--- config.mk ---
export PLATFORM = sky130hd
export DESIGN_NAME = simplez_serial_io
export DESIGN_NICKNAME = d
export VERILOG_FILES = /design/src/rtl/simplez_serial_io_pkg.sv /design/src/rtl/sync_fifo.sv /design/src/rtl/uart_rx.sv /design/src/rtl/uart_tx.sv /design/src/rtl/simplez_serial_io.sv
export SDC_FILE = /design/constraint.sdc
export NUM_CORES = 1
export LEC_CHECK = 0
export CORE_AREA = 2 2 150 182
export CTS_BUF_LIST = sky130_fd_sc_hd__clkbuf_4
export CTS_CLUSTER_SIZE = 28
export DETAILED_ROUTE_END_ITERATION = 10
export DIE_AREA = 0 0 152 184
export PLACE_DENSITY_LB_ADDON = 0.05
export SLEW_MARGIN = 25
export SYNTH_ARGS = -nofsm -noshare
export SYNTH_HDL_FRONTEND = slang
export SYNTH_SLANG_ARGS = --single-unit
--- constraint.sdc ---
create_clock -name clk -period 3 [get_ports clk]
set_clock_uncertainty 0.15 [all_clocks]
set_input_delay 0.3 -clock clk [delete_from_list [all_inputs] [get_ports clk]]
set_output_delay 0.3 -clock clk [all_outputs]
set_load 0.02 [all_outputs]
--- src/rtl/simplez_serial_io_pkg.sv ---
// Shared definitions for the Simplez screen/keyboard I/O window.
// Contents: register offsets inside the 4-address window, status bit
// positions, the default baud divisor and the TX drain state type.
package simplez_serial_io_pkg;

  // Clocks per serial bit at 115200 baud from a 50 MHz system clock.
  localparam int B115200 = 434;

  localparam logic [1:0] SCR_STAT = 2'd0;
  localparam logic [1:0] SCR_DATA = 2'd1;
  localparam logic [1:0] KBD_STAT = 2'd2;
  localparam logic [1:0] KBD_DATA = 2'd3;

  localparam int ST_TXF_NOT_FULL  = 0;
  localparam int ST_TX_IDLE       = 1;
  localparam int ST_TX_OVF        = 2;
  localparam int ST_RXF_NOT_EMPTY = 0;
  localparam int ST_RX_OVR        = 1;

  typedef enum logic [1:0] {
    TX_IDLE  = 2'd0,
    TX_START = 2'd1,
    TX_WAIT  = 2'd2
  } tx_state_t;

endpackage

--- src/rtl/sync_fifo.sv ---
// Synchronous FIFO, 2**AW entries of DW bits.
// Ports: clk, rstn (sync, active-low), push/din write, pop read,
//        dout = current head (combinational), full, empty.
// A push on a full FIFO is accepted only when a pop happens in the same
// cycle; a pop on an empty FIFO is ignored.
module sync_fifo #(
  parameter int DW = 8,
  parameter int AW = 2
) (
  input  logic          clk,
  input  logic          rstn,
  input  logic          push,
  input  logic          pop,
  input  logic [DW-1:0] din,
  output logic [DW-1:0] dout,
  output logic          full,
  output logic          empty
);
  logic [DW-1:0] mem [0:(1<<AW)-1];
  logic [AW:0]   wptr;
  logic [AW:0]   rptr;
  logic          do_push;
  logic          do_pop;

  // Pointers carry an extra wrap bit so full and empty are distinguishable.
  assign empty   = (wptr == rptr);
  assign full    = (wptr[AW] != rptr[AW]) && (wptr[AW-1:0] == rptr[AW-1:0]);
  assign dout    = mem[rptr[AW-1:0]];
  assign do_pop  = pop & ~empty;
  assign do_push = push & (~full | do_pop);

  // Pointer update
  always_ff @(posedge clk) begin
    if (!rstn) begin
      wptr <= '0;
      rptr <= '0;
    end else begin
      if (do_push) wptr <= wptr + 1'b1;
      if (do_pop)  rptr <= rptr + 1'b1;
    end
  end

  // Storage write; on full+pop the slot written is the head being popped
  always_ff @(posedge clk) begin
    if (do_push) mem[wptr[AW-1:0]] <= din;
  end

endmodule

--- src/rtl/uart_rx.sv ---
// 8N1 serial receiver.
// Ports: clk, rstn (sync, active-low), rx line, rcv (one-cycle pulse
//        when a byte with a valid stop bit arrives), data (received byte).
// Bits are sampled near their middle: BAUD/2 clocks after the start edge,
// then every BAUD clocks.
module uart_rx #(
  parameter int BAUD = 434
) (
  input  logic       clk,
  input  logic       rstn,
  input  logic       rx,
  output logic       rcv,
  output logic [7:0] data
);
  logic        rx_m;
  logic        rx_s;
  logic        busy;
  logic [3:0]  nbits;
  logic [15:0] cnt;
  logic [7:0]  shreg;

  // Input synchroniser, start detection and mid-bit sampling
  always_ff @(posedge clk) begin
    if (!rstn) begin
      rx_m  <= 1'b1;
      rx_s  <= 1'b1;
      busy  <= 1'b0;
      nbits <= 4'd0;
      cnt   <= 16'd0;
      shreg <= 8'd0;
      rcv   <= 1'b0;
      data  <= 8'd0;
    end else begin
      rx_m <= rx;
      rx_s <= rx_m;
      rcv  <= 1'b0;
      if (!busy) begin
        if (!rx_s) begin
          busy  <= 1'b1;
          nbits <= 4'd0;
          cnt   <= 16'(BAUD / 2 - 1);
        end
      end else if (cnt != 16'd0) begin
        cnt <= cnt - 16'd1;
      end else begin
        cnt   <= 16'(BAUD - 1);
        nbits <= nbits + 4'd1;
        if (nbits == 4'd0) begin
          // Start bit gone high again: treat as a glitch
          if (rx_s) busy <= 1'b0;
        end else if (nbits == 4'd9) begin
          busy <= 1'b0;
          if (rx_s) begin
            rcv  <= 1'b1;
            data <= shreg;
          end
        end else begin
          shreg <= {rx_s, shreg[7:1]};
        end
      end
    end
  end

endmodule

--- src/rtl/uart_tx.sv ---
// 8N1 serial transmitter.
// Ports: clk, rstn (sync, active-low), start (accepted while ready),
//        data byte, ready (idle, can accept), tx line (idle high).
// Each bit lasts BAUD clocks; ready returns after a full stop bit.
module uart_tx #(
  parameter int BAUD = 434
) (
  input  logic       clk,
  input  logic       rstn,
  input  logic       start,
  input  logic [7:0] data,
  output logic       ready,
  output logic       tx
);
  logic [8:0]  shreg;
  logic [3:0]  nbits;
  logic [15:0] cnt;

  // Bit timing and shift-out of {stop, data} after the start bit
  always_ff @(posedge clk) begin
    if (!rstn) begin
      ready <= 1'b1;
      tx    <= 1'b1;
      shreg <= '1;
      nbits <= 4'd0;
      cnt   <= 16'd0;
    end else if (ready) begin
      if (start) begin
        ready <= 1'b0;
        tx    <= 1'b0;
        shreg <= {1'b1, data};
        nbits <= 4'd9;
        cnt   <= 16'd0;
      end
    end else if (cnt == 16'(BAUD - 1)) begin
      cnt <= 16'd0;
      if (nbits == 4'd0) begin
        ready <= 1'b1;
      end else begin
        tx    <= shreg[0];
        shreg <= {1'b1, shreg[8:1]};
        nbits <= nbits - 4'd1;
      end
    end else begin
      cnt <= cnt + 16'd1;
    end
  end

endmodule

--- src/rtl/simplez_serial_io.sv ---
// Simplez memory-mapped screen/keyboard responder.
// Ports: clk, rstn (sync, active-low); CPU bus bus_addr/bus_cs/bus_rw/
//        bus_wdata in, bus_sel (combinational window hit) and bus_rdata
//        (registered, {4'b0, byte}) out; tx serial out, rx serial in.
// Window BASE_ADR+0..3: SCR_STAT, SCR_DATA (TX FIFO push), KBD_STAT
// (read clears both sticky flags), KBD_DATA (RX FIFO pop).
module simplez_serial_io
  import simplez_serial_io_pkg::*;
#(
  parameter logic [8:0] BASE_ADR = 9'd508,
  parameter int         BAUD     = B115200,
  parameter int         TX_AW    = 2,
  parameter int         RX_AW    = 2
) (
  input  logic        clk,
  input  logic        rstn,
  input  logic [8:0]  bus_addr,
  input  logic        bus_cs,
  input  logic        bus_rw,
  input  logic [11:0] bus_wdata,
  output logic        bus_sel,
  output logic [11:0] bus_rdata,
  output logic        tx,
  input  logic        rx
);
  logic [8:0] off;
  logic       cs_q;
  logic [8:0] addr_q;
  logic       rw_q;
  logic       acc;
  logic       tx_push, tx_pop, tx_full, tx_empty;
  logic [7:0] tx_head;
  logic       rx_pop, rx_full, rx_empty, rx_rcv;
  logic [7:0] rx_head, rx_data;
  logic       tx_ovf, rx_ovr, tx_ovf_set, rx_ovr_set, kbd_stat_rd;
  tx_state_t  state;
  logic       tx_start, tx_ready;
  logic [7:0] tx_byte;
  logic [7:0] rd_byte;
  logic       unused_bits;

  // Offset wraps modulo 512, so addresses below the base land at 4 or more.
  assign off     = bus_addr - BASE_ADR;
  assign bus_sel = (off < 9'd4);

  // A held strobe counts once; a new access needs cs, address or rw to change.
  assign acc = bus_cs & bus_sel & (~cs_q | (bus_addr != addr_q) | (bus_rw != rw_q));

  assign tx_push     = acc & ~bus_rw & (off[1:0] == SCR_DATA);
  assign rx_pop      = acc &  bus_rw & (off[1:0] == KBD_DATA);
  assign kbd_stat_rd = acc &  bus_rw & (off[1:0] == KBD_STAT);
  assign tx_pop      = (state == TX_IDLE) & ~tx_empty & tx_ready;
  // A simultaneous pop frees the slot, so only an unrelieved full FIFO drops.
  assign tx_ovf_set  = tx_push & tx_full & ~tx_pop;
  assign rx_ovr_set  = rx_rcv & rx_full & ~rx_pop;
  assign unused_bits = ^{bus_wdata[11:8], off[8:2]};

  sync_fifo #(.DW(8), .AW(TX_AW)) u_txf (
    .clk(clk), .rstn(rstn), .push(tx_push), .pop(tx_pop), .din(bus_wdata[7:0]),
    .dout(tx_head), .full(tx_full), .empty(tx_empty)
  );

  sync_fifo #(.DW(8), .AW(RX_AW)) u_rxf (
    .clk(clk), .rstn(rstn), .push(rx_rcv), .pop(rx_pop), .din(rx_data),
    .dout(rx_head), .full(rx_full), .empty(rx_empty)
  );

  uart_tx #(.BAUD(BAUD)) u_tx (
    .clk(clk), .rstn(rstn), .start(tx_start), .data(tx_byte), .ready(tx_ready), .tx(tx)
  );

  uart_rx #(.BAUD(BAUD)) u_rx (
    .clk(clk), .rstn(rstn), .rx(rx), .rcv(rx_rcv), .data(rx_data)
  );

  // Read-data selection for the addressed register
  always_comb begin
    rd_byte = 8'd0;
    case (off[1:0])
      SCR_STAT: begin
        rd_byte[ST_TXF_NOT_FULL] = ~tx_full;
        rd_byte[ST_TX_IDLE]      = tx_empty & (state == TX_IDLE);
        rd_byte[ST_TX_OVF]       = tx_ovf;
      end
      KBD_STAT: begin
        rd_byte[ST_RXF_NOT_EMPTY] = ~rx_empty;
        rd_byte[ST_RX_OVR]        = rx_ovr;
      end
      KBD_DATA: begin
        if (!rx_empty) rd_byte = rx_head;
        else           rd_byte = 8'd0;
      end
      default: rd_byte = 8'd0;
    endcase
  end

  // Access-edge history, read data register and sticky overflow flags
  always_ff @(posedge clk) begin
    if (!rstn) begin
      cs_q      <= 1'b0;
      addr_q    <= 9'd0;
      rw_q      <= 1'b0;
      bus_rdata <= 12'd0;
      tx_ovf    <= 1'b0;
      rx_ovr    <= 1'b0;
    end else begin
      cs_q   <= bus_cs;
      addr_q <= bus_addr;
      rw_q   <= bus_rw;
      if (acc && bus_rw) bus_rdata <= {4'd0, rd_byte};
      // The status read samples first; a fresh overrun in that cycle survives.
      tx_ovf <= tx_ovf_set | (tx_ovf & ~kbd_stat_rd);
      rx_ovr <= rx_ovr_set | (rx_ovr & ~kbd_stat_rd);
    end
  end

  // TX drain FSM: hold start until the transmitter drops ready, then wait for it
  always_ff @(posedge clk) begin
    if (!rstn) begin
      state    <= TX_IDLE;
      tx_start <= 1'b0;
      tx_byte  <= 8'd0;
    end else begin
      case (state)
        TX_IDLE: begin
          if (!tx_empty && tx_ready) begin
            tx_byte  <= tx_head;
            tx_start <= 1'b1;
            state    <= TX_START;
          end
        end
        TX_START: begin
          if (!tx_ready) begin
            tx_start <= 1'b0;
            state    <= TX_WAIT;
          end
        end
        TX_WAIT: begin
          if (tx_ready) state <= TX_IDLE;
        end
        default: begin
          tx_start <= 1'b0;
          state    <= TX_IDLE;
        end
      endcase
    end
  end

endmodule
# Word-level counts from Yosys, hierarchy flattened
# Memories as Yosys holds them, arrays and structs flattened. A register that Yosys moved wholly into a read port is not among the register bits.
# Cells that the tools add are included.
[op_classes]
add_sub_neg = 9
order_cmp = 1
n_eq_ne = 22
muxes = 48
bitwise_logic = 41
reduce_logical = 20
[ops]
columns = ["cell", "count"]
rows = [
  ["$mux 16", 6],
  ["$mux 9", 4],
  ["$mux 4", 7],
  ["$and 1x1->1", 20],
  ["$mux 1", 20],
  ["$add 16x1->16 const B", 1],
  ["$eq 16x9->1 const B", 1],
  ["$reduce_bool 16->1", 1],
  ["$sub 16x1->16 const B", 1],
  ["$not 1->1", 15],
  ["$add 3x1->3 const B", 4],
  ["$pmux 2 s3", 2],
  ["$mux 2", 5],
  ["$lt 9x3->1 const B", 1],
  ["$ne 9x9->1", 1],
  ["$reduce_and 3->1", 3],
  ["$sub 9x9->9 const B", 1],
  ["$logic_not 4->1", 2],
  ["$mux 8", 1],
  ["$ne 2x2->1 const B", 4],
  ["$eq 2x2->1 const B", 3],
  ["$eq 3x3->1", 2],
  ["$ne 2x1->1 const B", 3],
  ["$or 1x1->1", 6],
  ["17 further kinds", 27],
]
[word_totals]
reg_bits = 107
mem_bits_rw = 64
in_bits = 26
out_inout_bits = 14
elab_cells = 168
mem_count = 2
[mem_list]
columns = ["name", "words", "word_bits", "rd", "rd_clocked_by_memory_dff", "wr", "line_no", "text"]
rows = [
  ["u_rxf.mem", 4, 8, 1, 1, 1, "sync_fifo.sv:19", "logic [DW-1:0] mem [0:(1<<AW)-1];"],
  ["u_txf.mem", 4, 8, 1, 1, 1, "sync_fifo.sv:19", ""],
]

# Depth between registers and ports, before layout
# Gate-level depths: netlist (run 1).
[logic_depth]
ltp_word = 11
depth_mapped = 9
ltp_nobuf = 8

# Hierarchy
# From an unflattened synthesis (run 1), not the netlist that was laid out.
[unflattened]
hier_cells = 755
hier_area_um2 = 8321.7
[modules_own_cells]
columns = ["mod", "n_inst", "cells_each", "area_per_inst_um2", "seq_area_each_um2"]
rows = [
  ["sync_fifo", 2, 96, 1671.6, 1121.1],
  ["uart_rx", 1, 212, 1903.1, 800.8],
  ["uart_tx", 1, 185, 1572.8, 600.6],
  ["simplez_serial_io", 1, 166, 1502.7, 640.6],
]

# Worst setup path after synthesis (run 1)
# Ideal clock, no wire load.
[synth_path]
path_type = "input-to-reg"
from = "input bus_addr[2]"
to = "memory u_txf.mem[3][0] (enable)"
setup_ns = 0.401
t_arrival_ns = 2.141
required_ns = 2.449
setup_slack_ns = 0.308
stages = 5
path_buffers = 0
path_cell_list = "ha_1 > nor3_1 > a31oi_1 > or3_1 > nor4_1"
[synth_between]
elab_chain_len = 9
word_cells_on_any_way = 12
cone_classes = "add/sub: 1; order compare: 1; eq/ne: 1; mux: 2; bitwise: 7"
[synth_lines]
columns = ["element", "line_no", "text"]
rows = [
  ["start, declared", "simplez_serial_io.sv:17", "input logic [8:0] bus_addr,"],
  ["$sub 9x9->9 or $ne 9x9->1 (tied branches)", "simplez_serial_io.sv:43, simplez_serial_io.sv:47", ""],
  ["$lt 9x3->1 or $or 1x1->1 (tied branches)", "simplez_serial_io.sv:44, simplez_serial_io.sv:47", ""],
  ["$and 1x1->1 or $or 1x1->1 (tied branches)", "simplez_serial_io.sv:47", "assign acc = bus_cs & bus_sel & (~cs_q | (bus_addr != addr_q) | (bus_rw != rw_q));"],
  ["$and 1x1->1 (*)", "simplez_serial_io.sv:47", ""],
  ["$and 1x1->1 (*) (2 in series)", "simplez_serial_io.sv:49", "assign tx_push = acc & ~bus_rw & (off[1:0] == SCR_DATA);"],
  ["$and 1x1->1 (*)", "sync_fifo.sv:30", "assign do_push = push & (~full | do_pop);"],
  ["$mux 1 (*)", "sync_fifo.sv:45", "if (do_push) mem[wptr[AW-1:0]] <= din;"],
  ["$mux 1 (implied by the code) (*)", "sync_fifo.sv:45", ""],
  ["end, declared", "sync_fifo.sv:19", ""],
]
# Every way passes the cells marked *; elsewhere a longest branch is shown, timed or not.

# Final worst setup path (run 1)
[layout_path]
from = "input bus_addr[2]"
to = "output bus_sel"
[layout_between]
elab_chain_len = 2
[layout_lines]
columns = ["element", "line_no", "text"]
rows = [
  ["$sub 9x9->9", "simplez_serial_io.sv:43", "assign off = bus_addr - BASE_ADR;"],
  ["$lt 9x3->1", "simplez_serial_io.sv:44", "assign bus_sel = (off < 9'd4);"],
  ["end, declared", "simplez_serial_io.sv:21", "output logic bus_sel,"],
]
# No other way between the ends.

==> impl_metrics.ini, run 1 <==
[drt]
drcViolationCount = 0
routed-wl-met3_um = 426
wl_per_cell_um = 15.48
wirelength_um = 17120
first_pass_iters = 6
wl_met1_um = 7977
drt_iter0_drc = 275
routed.top_layer = met4
ant_nets = 0
via_per_inst = 4.905
met2_length_um = 8504
vias = 5425

[synthesis]
synth_cell_type_count = 58
ys.warnings.count = 0
yosysSeqAreaShare = 0.5460
avgSynthCellArea_um2 = 10.99
async_flop_share = 0
synth-edff-count = 64
ys.flop_type = dfxtp_1
synth-seq-cells = 180
mappedNetlistArea_mm2 = 0.007772
synth_cells = 707

[critical_path]
crit_arrival_ns = 2.41
worstPathRequired_ns = 2.55
worstPathMaxFanout = 3
cp-end-kind = output port
start_kind = primary input
critical_path_class = in -> out

[final_layout]
nFillCells = 2630
layout_commonest_cell = dfxtp_1
fin_nets = 807
multi_input_area_mm2 = 0.003313
seq_area_mm2 = 0.004244
area_growth_pct = 14.46
layout_common_cells = dfxtp_1, nor2_1, edfxtp_1
drive_above_1_share = 0.1208

[clocking]
cts_buffers = 17
cts_max_path_buffers = 2
tritoncts = yes
clock_sinks = 180
clk_transition_reported_paths_ns = 0.16
clkLatencyLatePin_ns = 0.57
cts-htree-levels = 4
postCtsResizedCells = 0
cts_root_buf = clkbuf_4

[sta]
holdWs_ns = 0.1428
timing.fmax_mhz = 349.8
hold_viol = 0
tightest_slew_ns = 0.8107
finalMaxSlewViolations = 0
fin_crit_ns = 2.859
finalCritPeriodShare = 0.9530
setup_viol = 0
tns_ns = 0
rsz0062_at_grt = false
relSlewSlack = 0.4576

[grt]
grt_max_degree = 50
grt_pass1_vias = 5547
antenna_found_initial = 1
grt_pass1_wl_um = 28610
overflow = 0
grt.total_usage = 0.1279

[pwr]
power_density_mw_per_mm2 = 551.9
clkPwrFrac = 0.263
power_switching_mw = 1.467
vdd_drop_max_mv = 0.2092
p_int_mw = 3.443
switching_share = 0.2988
pwr-share-comb = 0.185
power.share.sequential = 0.552
p_leak_nw = 3.274

[floorplan]
coreArea_mm2 = 0.02611
die_w_um = 152
dieArea_mm2 = 0.02797
die_h_um = 184
ioPinCount = 40
row_count = 65
start_util = 0.2977

[placed_design]
port_buffers = 31
place_congestion = 0.7400
place_hpwl_um = 11810

[outcome]
status = finished, final reports clean

[run]
maxCapViolCount = 0

[hold_path]
hold_class = in -> reg
## critical path, stage by stage
cell and delay (ns):
clkdlybuf4s50_1 0.43, ha_1 0.22, nor3_1 0.19, a31oi_1 0.08, or3_1 0.42, inv_1 0.14, clkdlybuf4s50_1 0.62
## Yosys cell counts, drive strengths merged (9+ instances only)
cell	instances	area, um2
ha	24	300.3
edfxtp	64	1922
xnor2	19	166.4
o211ai	10	75.07
a31oi	12	75.07
clkbuf	27	101.4
inv	22	82.58
nor4	10	62.56
nor3	17	85.08
dfxtp	116	2322
nand4	10	62.56
mux4	16	360.4
nand2b	9	56.30
nor2	87	326.6
a21oi	22	110.1
nand3	18	95.09
o21ai	29	148.9
and2	23	143.9
nand2	42	157.7
mux2i	34	340.3
## kinds of logic (layout without fill, tap and decap cells)
kind of cell | Yosys count | count (layout) | synth area share
AND/OR/NAND/NOR | 253 | 253 | 0.1621
flip-flops | 180 | 180 | 0.5460
AO/OA/AOI/OAI | 116 | 116 | 0.1027
buffers and inverters | 57 | 117 | 0.02994
multiplexers | 52 | 52 | 0.09305
adder cells (fa/ha/maj) | 24 | 24 | 0.03864
XOR/XNOR | 24 | 24 | 0.02704
other | 1 | 5 | 0.0004825
## power by group through the flow
| stage | Combinational [mW] | Sequential, mW | Clock, mW |
|---|---|---|---|
| final | 0.909 | 2.71 | 1.29 |
| after global routing | 1.02 | 2.73 | 1.47 |
| after CTS | 0.922 | 2.71 | 1.39 |
| after detailed placement | 0.918 | 2.76 | 0 |
| after global placement | 0.898 | 2.76 | 0 |
| after floorplan | 0.669 | 2.74 | 0 |
## flip-flops by register name (all words and copies together), names as in the netlist, 2 cells and up, named ones only
| signal | count |
|---|---|
| u_rxf.mem | 32 |
| u_txf.mem | 32 |
| u_rx.cnt | 16 |
| u_tx.cnt | 16 |
| addr_q | 9 |
| bus_rdata | 8 |
| tx_byte | 8 |
| u_rx.data | 8 |
| u_rx.shreg | 8 |
| u_tx.shreg | 8 |
| u_rx.nbits | 4 |
| u_tx.nbits | 4 |
| u_rxf.rptr | 3 |
| u_rxf.wptr | 3 |
| u_txf.rptr | 3 |
| u_txf.wptr | 3 |
| state | 2 |
## stage by stage
| step | utilization | power, mW | instance area [um2] | worst slack [ns] | std cells |
|---|---|---|---|---|---|
| detailed placement | 0.3302 | 3.681 | 8620 | 0.07207 | 1072 |
| CTS | 0.3407 | 5.019 | 8894 | 0.1409 | 1105 |
| global route | 0.3408 | 5.221 | 8896 | 0.03099 | 1106 |
| finish | 0.3408 | 4.910 | 8896 | 0.1409 | 1106 |
| floorplan | - | 3.411 | 7784 | 0.3081 | 710 |
| global placement | 0.3300 | 3.657 | 8615 | 0.1057 | 1071 |
## layer usage
metal  vias up  track usage
li1       2676            -
met1      2665       0.1587
met2        69       0.2229
met3        15      0.02617
met4         0      0.04150
met5         -            0
## layout make-up
type,count,area share
flip-flops and latches,180,0.4771
multi-input cells,473,0.3724
repair buffers,63,0.06414
well taps,335,0.04712
clock buffers,18,0.01519
clock inverters,14,0.01449
inverters,22,0.009283
diodes,1,0.0002813
## path summary, 6_finish.rpt
check,from,endpoint,slack (ns),cells after the start
max,bus_addr[2],bus_sel,0.14,7
min,rx,u_rx.rx_m,0.14,2
max reg2reg,u_rx.cnt[4],u_rx.cnt[14],0.32,6
min reg2reg,u_rx.rx_m,u_rx.rx_s,0.31,1
## repair_timing
| item | in CTS | in global routing |
|---|---|---|
| endpoints found under the hold margin | 3 | 0 |
| hold buffers | 1 | 0 |
| buffers inserted | 0 | 0 |
Power figures use the tool's default switching activity.
==> run 2, diff against run 1 <==
Settings changed: CAP_MARGIN set to 40.
==> impl_metrics.ini, run 2 (synthesis gave the netlist of run 1 again) <==
[floorplan]
die_w_um = 152
coreArea_mm2 = 0.02611
ioPinCount = 40
die_h_um = 184
dieArea_mm2 = 0.02797
row_count = 65
start_util = 0.2977

[final_layout]
fin_nets = 808
area_growth_pct = 14.55
fin_cells = 1107
drive_above_1_share = 0.1219
layout_commonest_cell = dfxtp_1
layout_common_cells = dfxtp_1, nor2_1, edfxtp_1

[sta]
fin_crit_ns = 2.859
tns_ns = 0
relSlewSlack = 0.5792
setup_viol = 0
finalMaxSlewViolations = 0
rsz0062_at_grt = false
worst_slack_ns = 0.1409
finalCritPeriodShare = 0.9530
timing.fmax_mhz = 349.8
hold_viol = 0
tightest_slew_ns = 0.6311

[placed_design]
post-place-ws_ns = 0.07207
dp.cells = 1072
place_hpwl_um = 11810
place_congestion = 0.7400
port_buffers = 31

[grt]
grt.total_usage = 0.1279
grt_pass1_vias = 5547
grt_max_degree = 50
grt_pass1_wl_um = 28610
overflow = 0
antenna_found_initial = 1

[drt]
drcViolationCount = 0
wl_met1_um = 7955
ant_nets = 0
first_pass_iters = 6
wirelength_um = 17090
wl_per_cell_um = 15.43
drt_iter0_drc = 284
routed-wl-met3_um = 448
routed.top_layer = met4
vias = 5397
via_per_inst = 4.875
met2_length_um = 8467

[outcome]
status = finished, final reports clean

[clocking]
clock_sinks = 180
clkLatencyLatePin_ns = 0.57
tritoncts = yes
cts-htree-levels = 4
clk_transition_reported_paths_ns = 0.16
cts_root_buf = clkbuf_4
cts_buffers = 17
post_cts_buffers = 0
cts_max_path_buffers = 2

[critical_path]
crit_arrival_ns = 2.41
start_kind = primary input
cp-end-kind = output port
critical_path_class = in -> out
worstPathRequired_ns = 2.55
worstPathMaxFanout = 3

[hold_path]
hold_class = in -> reg

[run]
maxCapViolCount = 0

[pwr]
p_leak_nw = 3.279
power_density_mw_per_mm2 = 551.5
vdd_drop_max_mv = 0.2090
-- run 2: stage by stage --
step	util	total power, mW	instance area (um2)	hold slack (ns)
after floorplan	-	3.411	7784	0.2363
after global placement	0.3300	3.657	8615	0.2605
final	0.3411	4.911	8904	0.1419
after global routing	0.3411	5.224	8904	0.1068
after CTS	0.3407	5.019	8894	0.06993
after detailed placement	0.3302	3.681	8620	0.2708
-- run 2: layout make-up --
type                    count  area [um2]
inverters                  22       82.58
flip-flops and latches    180        4244
fillers                  2629       17200
clock inverters            14       128.9
clock buffers              18       135.1
repair buffers             64       578.1
multi-input cells         473        3313
diodes                      1       2.502
well taps                 335       419.2
-- run 2: per-layer routing --
metal / up-vias / GRT usage
li1: 2675 / -
met1: 2645 / 0.1587
met2: 64 / 0.2229
met3: 13 / 0.02617
met4: 0 / 0.04150
met5: - / 0
-- run 2: path summary, 6_finish.rpt --
check / start / endpoint / slack, ns / cells after the start
min: rx / u_rx.rx_m / 0.14 / 2
min reg2reg: u_rx.rx_m / u_rx.rx_s / 0.31 / 1
max: bus_addr[2] / bus_sel / 0.14 / 7
max reg2reg: u_rx.cnt[4] / u_rx.cnt[14] / 0.32 / 6
-- run 2: power by group --
group / switching, mW / leakage, nW / internal (mW)
clock: 0.864 / 0.131 / 0.428
sequential: 0.0800 / 1.53 / 2.63
combinational: 0.522 / 1.62 / 0.387
-- run 2: what timing repair did --
action                                  in CTS  in global routing
endpoints found under the setup margin       0                  0
hold buffers                                 1                  0
resized for setup                            0                  0
hold endpoints to repair                     3                  0
-- run 2: critical path, cell delays in order --
cell and delay [ns]:
clkdlybuf4s50_1 0.43, ha_1 0.22, nor3_1 0.19, a31oi_1 0.08, or3_1 0.42, inv_1 0.14
clkdlybuf4s50_1 0.62
